==> src/rtl/bsg_cycle_meter_pkg.sv <==
// Shared types and helpers for the cycle interval meter.
package bsg_cycle_meter_pkg;

    // Default counter width used when the meter is instantiated without overrides
    localparam int default_width_lp = 16;

    // Measurement state
    typedef enum logic {
        IDLE  = 1'b0,
        ARMED = 1'b1
    } meter_state_e;

    // Width of a pointer that can address els entries, never less than one bit
    function automatic int ptr_width(input int els);
        return (els > 1) ? $clog2(els) : 1;
    endfunction

endpackage

==> src/rtl/bsg_cycle_meter_fifo.sv <==
// In-order result buffer with valid/yumi handshake and asynchronous active-low reset.
// A push into a full buffer is accepted only when a pop happens in the same cycle.
module bsg_cycle_meter_fifo
    import bsg_cycle_meter_pkg::*;
#(
    parameter int width_p = 17,
    parameter int els_p   = 2
) (
    input  logic               clk_i,
    input  logic               reset_n_i,
    input  logic [width_p-1:0] data_i,
    input  logic               v_i,
    input  logic               yumi_i,
    output logic               v_o,
    output logic [width_p-1:0] data_o,
    output logic               full_o
);

    localparam int ptr_w_lp = ptr_width(els_p);
    localparam int cnt_w_lp = $clog2(els_p + 1);

    logic [width_p-1:0]  mem_r [els_p];
    logic [ptr_w_lp-1:0] rd_ptr_r;
    logic [ptr_w_lp-1:0] wr_ptr_r;
    logic [cnt_w_lp-1:0] cnt_r;
    logic                empty;
    logic                push;
    logic                pop;

    function automatic logic [ptr_w_lp-1:0] ptr_inc(input logic [ptr_w_lp-1:0] p);
        return (p == ptr_w_lp'(els_p - 1)) ? '0 : p + 1'b1;
    endfunction

    // Occupancy flags and the accepted push/pop strobes
    always_comb begin
        empty  = (cnt_r == '0);
        full_o = (cnt_r == cnt_w_lp'(els_p));
        pop    = yumi_i & ~empty;
        push   = v_i & (~full_o | pop);
    end

    // Storage array; contents are don't-care until written
    always_ff @(posedge clk_i) begin
        if (push) begin
            mem_r[wr_ptr_r] <= data_i;
        end
    end

    // Read/write pointers and occupancy count
    always_ff @(posedge clk_i or negedge reset_n_i) begin
        if (!reset_n_i) begin
            rd_ptr_r <= '0;
            wr_ptr_r <= '0;
            cnt_r    <= '0;
        end else begin
            if (push) begin
                wr_ptr_r <= ptr_inc(wr_ptr_r);
            end
            if (pop) begin
                rd_ptr_r <= ptr_inc(rd_ptr_r);
            end
            case ({push, pop})
                2'b10:   cnt_r <= cnt_r + cnt_w_lp'(1);
                2'b01:   cnt_r <= cnt_r - cnt_w_lp'(1);
                default: cnt_r <= cnt_r;
            endcase
        end
    end

    // Head entry, forced to zero when nothing is buffered
    always_comb begin
        v_o    = ~empty;
        data_o = empty ? '0 : mem_r[rd_ptr_r];
    end

endmodule

==> src/rtl/bsg_cycle_interval_meter.sv <==
// Samples a free-running counter on start/stop events and queues the modular
// elapsed count together with a full-lap overflow flag.
module bsg_cycle_interval_meter
    import bsg_cycle_meter_pkg::*;
#(
    parameter int width_p = default_width_lp,
    parameter int els_p   = 2
) (
    input  logic               clk_i,
    input  logic               reset_n_i,
    input  logic [width_p-1:0] ctr_i,
    input  logic               start_v_i,
    input  logic               stop_v_i,
    output logic               v_o,
    output logic [width_p-1:0] delta_o,
    output logic               overflow_o,
    input  logic               yumi_i,
    output logic               armed_o,
    output logic               drop_o
);

    typedef struct packed {
        logic               overflow;
        logic [width_p-1:0] delta;
    } result_s;

    meter_state_e       state_r;
    logic [width_p-1:0] start_r;
    logic               lap_r;
    logic               drop_r;
    logic               push_v;
    logic               fifo_full;
    logic               fifo_v;
    result_s            push_data;
    result_s            head;

    // Result of the interval closing this cycle; lap_r is the pre-update value
    always_comb begin
        push_v             = (state_r == ARMED) & stop_v_i;
        push_data.delta    = ctr_i - start_r;
        push_data.overflow = lap_r;
    end

    bsg_cycle_meter_fifo #(
        .width_p($bits(result_s)),
        .els_p  (els_p)
    ) fifo (
        .clk_i    (clk_i),
        .reset_n_i(reset_n_i),
        .data_i   (push_data),
        .v_i      (push_v),
        .yumi_i   (yumi_i),
        .v_o      (fifo_v),
        .data_o   (head),
        .full_o   (fifo_full)
    );

    // Measurement FSM with start sample and lap detection
    always_ff @(posedge clk_i or negedge reset_n_i) begin
        if (!reset_n_i) begin
            state_r <= IDLE;
            start_r <= '0;
            lap_r   <= 1'b0;
        end else begin
            case (state_r)
                IDLE: begin
                    if (start_v_i) begin
                        start_r <= ctr_i;
                        lap_r   <= 1'b0;
                        state_r <= ARMED;
                    end
                end
                ARMED: begin
                    // A start (with or without stop) re-arms on this cycle's sample
                    if (start_v_i) begin
                        start_r <= ctr_i;
                        lap_r   <= 1'b0;
                    end else if (stop_v_i) begin
                        state_r <= IDLE;
                    end else if (ctr_i == start_r) begin
                        lap_r <= 1'b1;
                    end
                end
                default: state_r <= IDLE;
            endcase
        end
    end

    // Sticky flag for a result lost to a full buffer with no same-cycle pop
    always_ff @(posedge clk_i or negedge reset_n_i) begin
        if (!reset_n_i) begin
            drop_r <= 1'b0;
        end else if (push_v & fifo_full & ~yumi_i) begin
            drop_r <= 1'b1;
        end
    end

    // Outputs come straight from registers or the buffer head
    always_comb begin
        v_o        = fifo_v;
        delta_o    = head.delta;
        overflow_o = head.overflow;
        armed_o    = (state_r == ARMED);
        drop_o     = drop_r;
    end

endmodule

==> config.mk <==
export PLATFORM = sky130hd
export DESIGN_NAME = bsg_cycle_interval_meter
export DESIGN_NICKNAME = d
export VERILOG_FILES = /design/src/rtl/bsg_cycle_meter_pkg.sv /design/src/rtl/bsg_cycle_meter_fifo.sv /design/src/rtl/bsg_cycle_interval_meter.sv
export SDC_FILE = /design/constraint.sdc
export NUM_CORES = 1
export LEC_CHECK = 0
export CORE_ASPECT_RATIO = 2
export CORE_MARGIN = 5
export CORE_UTILIZATION = 59
export CTS_CLUSTER_SIZE = 8
export DETAILED_ROUTE_END_ITERATION = 7
export GPL_TIMING_DRIVEN = 0
export PLACE_DENSITY_LB_ADDON = 0.08
export SLEW_MARGIN = 20
export SYNTH_ARGS = -nofsm -noshare
export SYNTH_HDL_FRONTEND = slang
export SYNTH_SLANG_ARGS = --single-unit
==> constraint.sdc <==
create_clock -name clk_i -period 3.1 [get_ports clk_i]
set_input_delay 0.31 -clock clk_i [delete_from_list [all_inputs] [get_ports clk_i]]
set_output_delay 0.31 -clock clk_i [all_outputs]
set_load 0.02 [all_outputs]
Word level (Yosys, flattened, before mapping)

Memories as Yosys holds them, arrays and structs flattened.
Cells that the tools add are included.

Latch bits: 0
Output and inout port bits: 20
ROM bits: 0
Register bits after elaboration: 23
Memories: 1
Bits of input ports: 21
Bits in writable memories: 34

Memories:

| name       | depth | bits a word | rd ports | clocked after Yosys merged registers in | wr ports | RTL line                   | RTL |
|---|---|---|---|---|---|---|---|
| fifo.mem_r | 2     | 17          | 1        | 0                                       | 1        | bsg_cycle_meter_fifo.sv:22 | `logic [width_p-1:0] mem_r [els_p];` |

Magnitude comparators: 0
Bitwise gates (word level): 10
Add/sub/neg operators: 5
Shift operators: 0
Equal/unequal tests: 7
Mux-type cells: 16
Reductions and logical operators: 3
Divide/modulo/power cells: 0
$mul: 0

Operators by type and width:

| cell                  | number |
|---|---|
| $mux W17              | 1 |
| $eq A16 B16 Y1        | 1 |
| $mux W16              | 1 |
| $sub A16 B16 Y16      | 1 |
| $mux W1               | 11 |
| $and A1 B1 Y1         | 5 |
| $eq A2 B2 Y1 const B  | 2 |
| $not A1 Y1            | 4 |
| $pmux W1 S2           | 2 |
| $pmux W2 S2           | 1 |
| $ne A3 B2 Y1 const B  | 1 |
| $ne A3 B3 Y1 const B  | 1 |
| $reduce_and A3 Y1     | 1 |
| $add A1 B1 Y1 const B | 2 |
| $add A2 B1 Y2 const B | 1 |
| $eq A2 B1 Y1 const B  | 1 |
| $logic_not A2 Y1      | 1 |
| $ne A2 B2 Y1 const B  | 1 |
| $reduce_bool A2 Y1    | 1 |
| $sub A2 B1 Y2 const B | 1 |
| $or A1 B1 Y1          | 1 |

Depth between registers and ports, before layout

Word-level depth: 7
Mapped depth: 9
Gate-level depth less buffers: 9

Cells and area by module

A second synthesis with hierarchy kept.

Cells, all modules: 266
Area total of the unflattened synthesis: 2994.1 µm²

By module, submodules not included:

| module                   | cells each | area an instance (µm²) | times used |
|---|---|---|---|
| bsg_cycle_meter_fifo     | 97         | 1515.2                 | 1 |
| bsg_cycle_interval_meter | 169        | 1478.9                 | 1 |

Least setup slack after synthesis

No wires, ideal clock.

Path kind: register to register
Start point: register start_r[0]
End point: memory fifo.mem_r[0][10], data pin
Required time: 2.834 ns
Period minus slack after synthesis: 2.019 ns
Arrival: 1.753 ns
Library setup time: 0.266 ns
Buffers on the path: 0
Slack: 1.081 ns
Cell stages (with the launch flop): 9
Path through: dfrtp_1 ha_1 fa_1 nor2b_2 o31ai_2 a21oi_1 o21ai_1 a211oi_1 xnor2_1

Cells in the longest elaborated chain, start to end: 1

Ends and longest elaborated chain:

| what                     | RTL line                       | RTL |
|---|---|---|
| start: declaration       | bsg_cycle_interval_meter.sv:28 | `logic [width_p-1:0] start_r;` |
| start signal: assignment | bsg_cycle_interval_meter.sv:68 | `start_r <= ctr_i;` |
| start signal: assignment | bsg_cycle_interval_meter.sv:76 | `start_r <= ctr_i;` |
| $sub A16 B16 Y16         | bsg_cycle_interval_meter.sv:40 | `push_data.delta = ctr_i - start_r;` |
| net fifo.data_i[10]      | bsg_cycle_meter_fifo.sv:11     | `input logic [width_p-1:0] data_i,` |
| end: declaration         | bsg_cycle_meter_fifo.sv:22     |  |

The timed path passes the listed nets, and every way through them passes these cells.

Worst setup path after layout

Start point: register fifo.cnt_r[0]
End point: output delta_o[12]

Cells in the longest elaborated chain, start to end: 2

Ends and longest elaborated chain:

| what                     | RTL line                       | RTL |
|---|---|---|
| start: declaration       | bsg_cycle_meter_fifo.sv:25     | `logic [cnt_w_lp-1:0] cnt_r;` |
| start signal: assignment | bsg_cycle_meter_fifo.sv:63     | `2'b10: cnt_r <= cnt_r + cnt_w_lp'(1);` |
| start signal: assignment | bsg_cycle_meter_fifo.sv:64     | `2'b01: cnt_r <= cnt_r - cnt_w_lp'(1);` |
| start signal: assignment | bsg_cycle_meter_fifo.sv:65     | `default: cnt_r <= cnt_r;` |
| $logic_not A2 Y1         | bsg_cycle_meter_fifo.sv:36     | `empty = (cnt_r == '0);` |
| $mux W17                 | bsg_cycle_meter_fifo.sv:73     | `data_o = empty ? '0 : mem_r[rd_ptr_r];` |
| end: declaration         | bsg_cycle_interval_meter.sv:15 | `output logic [width_p-1:0] delta_o,` |

Every way passes these cells.

==> impl_metrics.csv <==
group,metric,value,unit
pwr,clkPwrFrac,30.7,%
placed_design,dp_hpwl,4.590,mm
worst_setup_path,r2r_end,"fifo.mem_r[0][12]",
route,detail-route-antenna-nets,0,
placed_design,preCtsSetupSlack,0.3116,ns
timing,period_minus_slack,2.667,ns
pwr,ir_drop,0.6654,mV
route,avgRoutedWirePerCell,16.21,um
worst_setup_path,cp_slowest_cell,"clkdlybuf4s50_1",
logic_synthesis,ys_async_sr_fraction,40.35,%
timing,worstMarginPinSlew,0.8526,ns
logic_synthesis,synth_fp_nets,304,
grt,grt_pass1_vias,2155,
logic_synthesis,synth_top_area_share,34.49,%
clocking,post_cts.repair.setup_buffers,0,
clocking,clkTransAtPathRegs,0.07,ns
clocking,clkLatencyLatePin,0.34,ns
clocking,htreeDepth,3,
min_path,hold_path_depth,1,
cells_and_area,final.fill_count,333,
logic_synthesis,synth_area,0.002960,mm2
worst_setup_path,rr_worst_depth,8,
die,initial_core_util,60.85,%
logic_synthesis,seq_area_frac_synth,53.93,%
worst_setup_path,cp_data_required_time,2.79,ns
grt,grt_first_pass_wirelength,10.07,mm
logic_synthesis,synth_area_leader_cell,"edfxtp_1",
logic_synthesis,synth_ff_type,"edfxtp_1",
grt,grtUsageTotal,21.26,%
route,drc,0,
route,num_vias,2131,
worst_setup_path,cp_max_fo,10,
pwr,total_power,3.209,mW
worst_setup_path,max_stage_delay,0.56,ns
pwr,pwr-share-seq,32.5,%
clocking,cts_tree,"done",
cells_and_area,multi_input_area,0.001254,mm2
min_path,hold_path_end,"drop_o",
route,drt_wl_total,6.159,mm
timing,report.final.hold_viol_count,0,
worst_setup_path,worstSetupPathType,"reg2out",
min_path,hold_path.startpoint,"drop_o",
timing,max_slew_margin,43.10,%
timing,fin_skew,0.01025,ns
grt,grt_max_degree,24,
worst_setup_path,arrival,2.36,ns
pwr,switchingPower,0.9979,mW
clocking,cts.path.max_buffers,2,
cells_and_area,drive_above_1_share,8.669,%
logic_synthesis,synthCells,266,
placed_design,routabilityCongestion,0.8117,
clocking,cts_buffers,9,
logic_synthesis,synth_edf_count,34,
worst_setup_path,rrSetupSlack,0.77,ns
timing,fin_ws,0.4326,ns
route,drt-initial-drc-count,65,
timing,setup_viol,0,
grt,grt_overflow_total,0,
cells_and_area,final_nets,356,
clocking,cts_root_buf,"clkbuf_8",
worst_setup_path,crit_path_cell_trace,"nor2_1 -> clkbuf_1 -> nor2_1 -> clkdlybuf4s50_1",
timing,setup_tns,0,ns
timing,fin_crit_sh,86.05,%
timing,hold_ws,0.4649,ns
cells_and_area,final_cells,380,
die,ioPinCount,41,
logic_synthesis,synth_warnings,0,
worst_setup_path,end_kind,"output port",
pwr,intPower,2.211,mW
run,cap_violations,0,
timing,drv_slew,0,
logic_synthesis,avgSynthCellArea,11.13,um2
worst_setup_path,worstReg2RegStart,"start_r[0]",
route,post_drt_via_cell_ratio,5.608,
die,rows,36,
die,chipHeight,110.2,um
logic_synthesis,synth_cell_types,44,
cells_and_area,antenna_cells,0,
pwr,pwr-share-comb,36.8,%
logic_synthesis,yosys_register_bits,57,
die,coreArea,0.004865,mm2
outcome,status,"complete, no violations",
grt,antenna_found_initial,0,
logic_synthesis,synthTopCellsByArea,"edfxtp_1 34%, dfrtp_1 19%, ha_1 6.8%",
placed_design,post-place-cells,363,
min_path,hold_path_class,"reg2reg",
worst_setup_path,cp_common_cell,"nor2_1",
clocking,cts.sinks,57,
pwr,swShare,31.09,%
pwr,leakage,1.569,nW
timing,grt_setup_unrepaired,"false",
cells_and_area,area_growth,25.78,%
cells_and_area,regArea,0.001597,mm2
route,dr.pass1.iters,4,
placed_design,io_buffers,40,
die,dieArea,0.006620,mm2
pwr,powerDensity,861.9,mW/mm2
worst_setup_path,critPathLaunchType,"flip-flop",
timing,fmax,374.9,MHz
die,die_w,60.09,um
## timing repair
item / in CTS / in global routing
hold endpoints to repair: 0 / 23
resized for setup: 0 / 0
hold buffers: 0 / 1
endpoints found under the setup margin: 0 / 0
## state kept, by name, summed over array words and instances, names as in the netlist
| register | count |
|---|---|
| lap_r | 1 |
| armed_o | 1 |
| drop_o | 1 |
| fifo.cnt_r | 2 |
| start_r | 16 |
| fifo.mem_r | 34 |
| fifo.wr_ptr_r | 1 |
| fifo.rd_ptr_r | 1 |
## area by class of cell
class	count	share of cell area, %
sequential	57	42.88
multi-input combinational	179	33.67
timing repair buffer	41	10.89
clock inverter	6	4.133
clock buffer	10	3.427
inverter	23	2.319
tap	57	1.915
buffer	7	0.7728
## cell usage in the layout (no fill, tap or decap), drive strengths merged, types with 5 or more instances in the layout
| cell type | n |
|---|---|
| inv | 23 |
| nor2 | 30 |
| clkdlybuf4s50 | 39 |
| nor2b | 5 |
| a21o | 7 |
| mux2i | 17 |
| edfxtp | 34 |
| dfrtp | 23 |
| xnor2 | 10 |
| clkbuf | 15 |
| bufinv | 5 |
| ha | 16 |
| o21ai | 22 |
| nand2 | 17 |
| xor2 | 8 |
| a21oi | 13 |
## cell families after synthesis
logic type / synth area share, %
compound gates: 12.34
xor+xnor: 5.325
fa+ha+maj: 7.439
buf+inv: 3.888
flops: 53.93
mux: 6.509
simple gates: 10.57
## critical path: cells and delay by family (launching register included)
kind / cells / cell delay (ns)
buffers and inverters: 2 / 0.96
flip-flops: 1 / 0.43
AND/OR/NAND/NOR: 2 / 0.62
## worst max path at each step
stage                       start                end  cells past startpoint
finish              fifo.cnt_r[0]        delta_o[12]                      4
global route        fifo.cnt_r[0]        delta_o[12]                      4
CTS                 fifo.cnt_r[0]        delta_o[12]                      4
detailed placement       ctr_i[0]  fifo.mem_r[0][10]                     10
global placement         ctr_i[0]  fifo.mem_r[1][10]                     10
floorplan              start_r[0]  fifo.mem_r[0][10]                      8
## routing by layer
layer,vias to the layer above,global-route usage (%),wire [um]
li1,1037,-,-
met1,1025,21.88,2213
met2,51,37.85,3498
met3,18,5.594,241
met4,0,11.09,206
met5,-,0,0
## per-stage QoR
| step | cell area [um2] | util (%) |
|---|---|---|
| CTS | 3719 | 76.44 |
| finish | 3724 | 76.54 |
| global route | 3724 | 76.54 |
| floorplan | 2960 | - |
| global placement | 3432 | 70.55 |
| detailed placement | 3437 | 70.65 |
## Yosys cell counts (all sizes together), types with 2 or more instances
cell type,instances
dfrtp,23
nor2,30
nor3,2
ha,16
o21ai,22
mux2i,17
edfxtp,34
xor2,8
a21oi,13
xnor2,10
nand2,17
o21a,3
inv,23
nand2b,2
nor2b,5
clkbuf,5
o31ai,2
buf,2
mux2,2
a21o,7
nand3,3
a41oi,2
## power groups by stage
stage	Sequential (mW)	Combinational, mW	Clock (mW)
global placement	1.05	1.16	0
global route	1.06	1.28	1.04
CTS	1.05	1.19	1.00
floorplan	1.05	0.730	0
detailed placement	1.06	1.19	0
finish	1.04	1.18	0.985
Power figures use the tool's default switching activity.
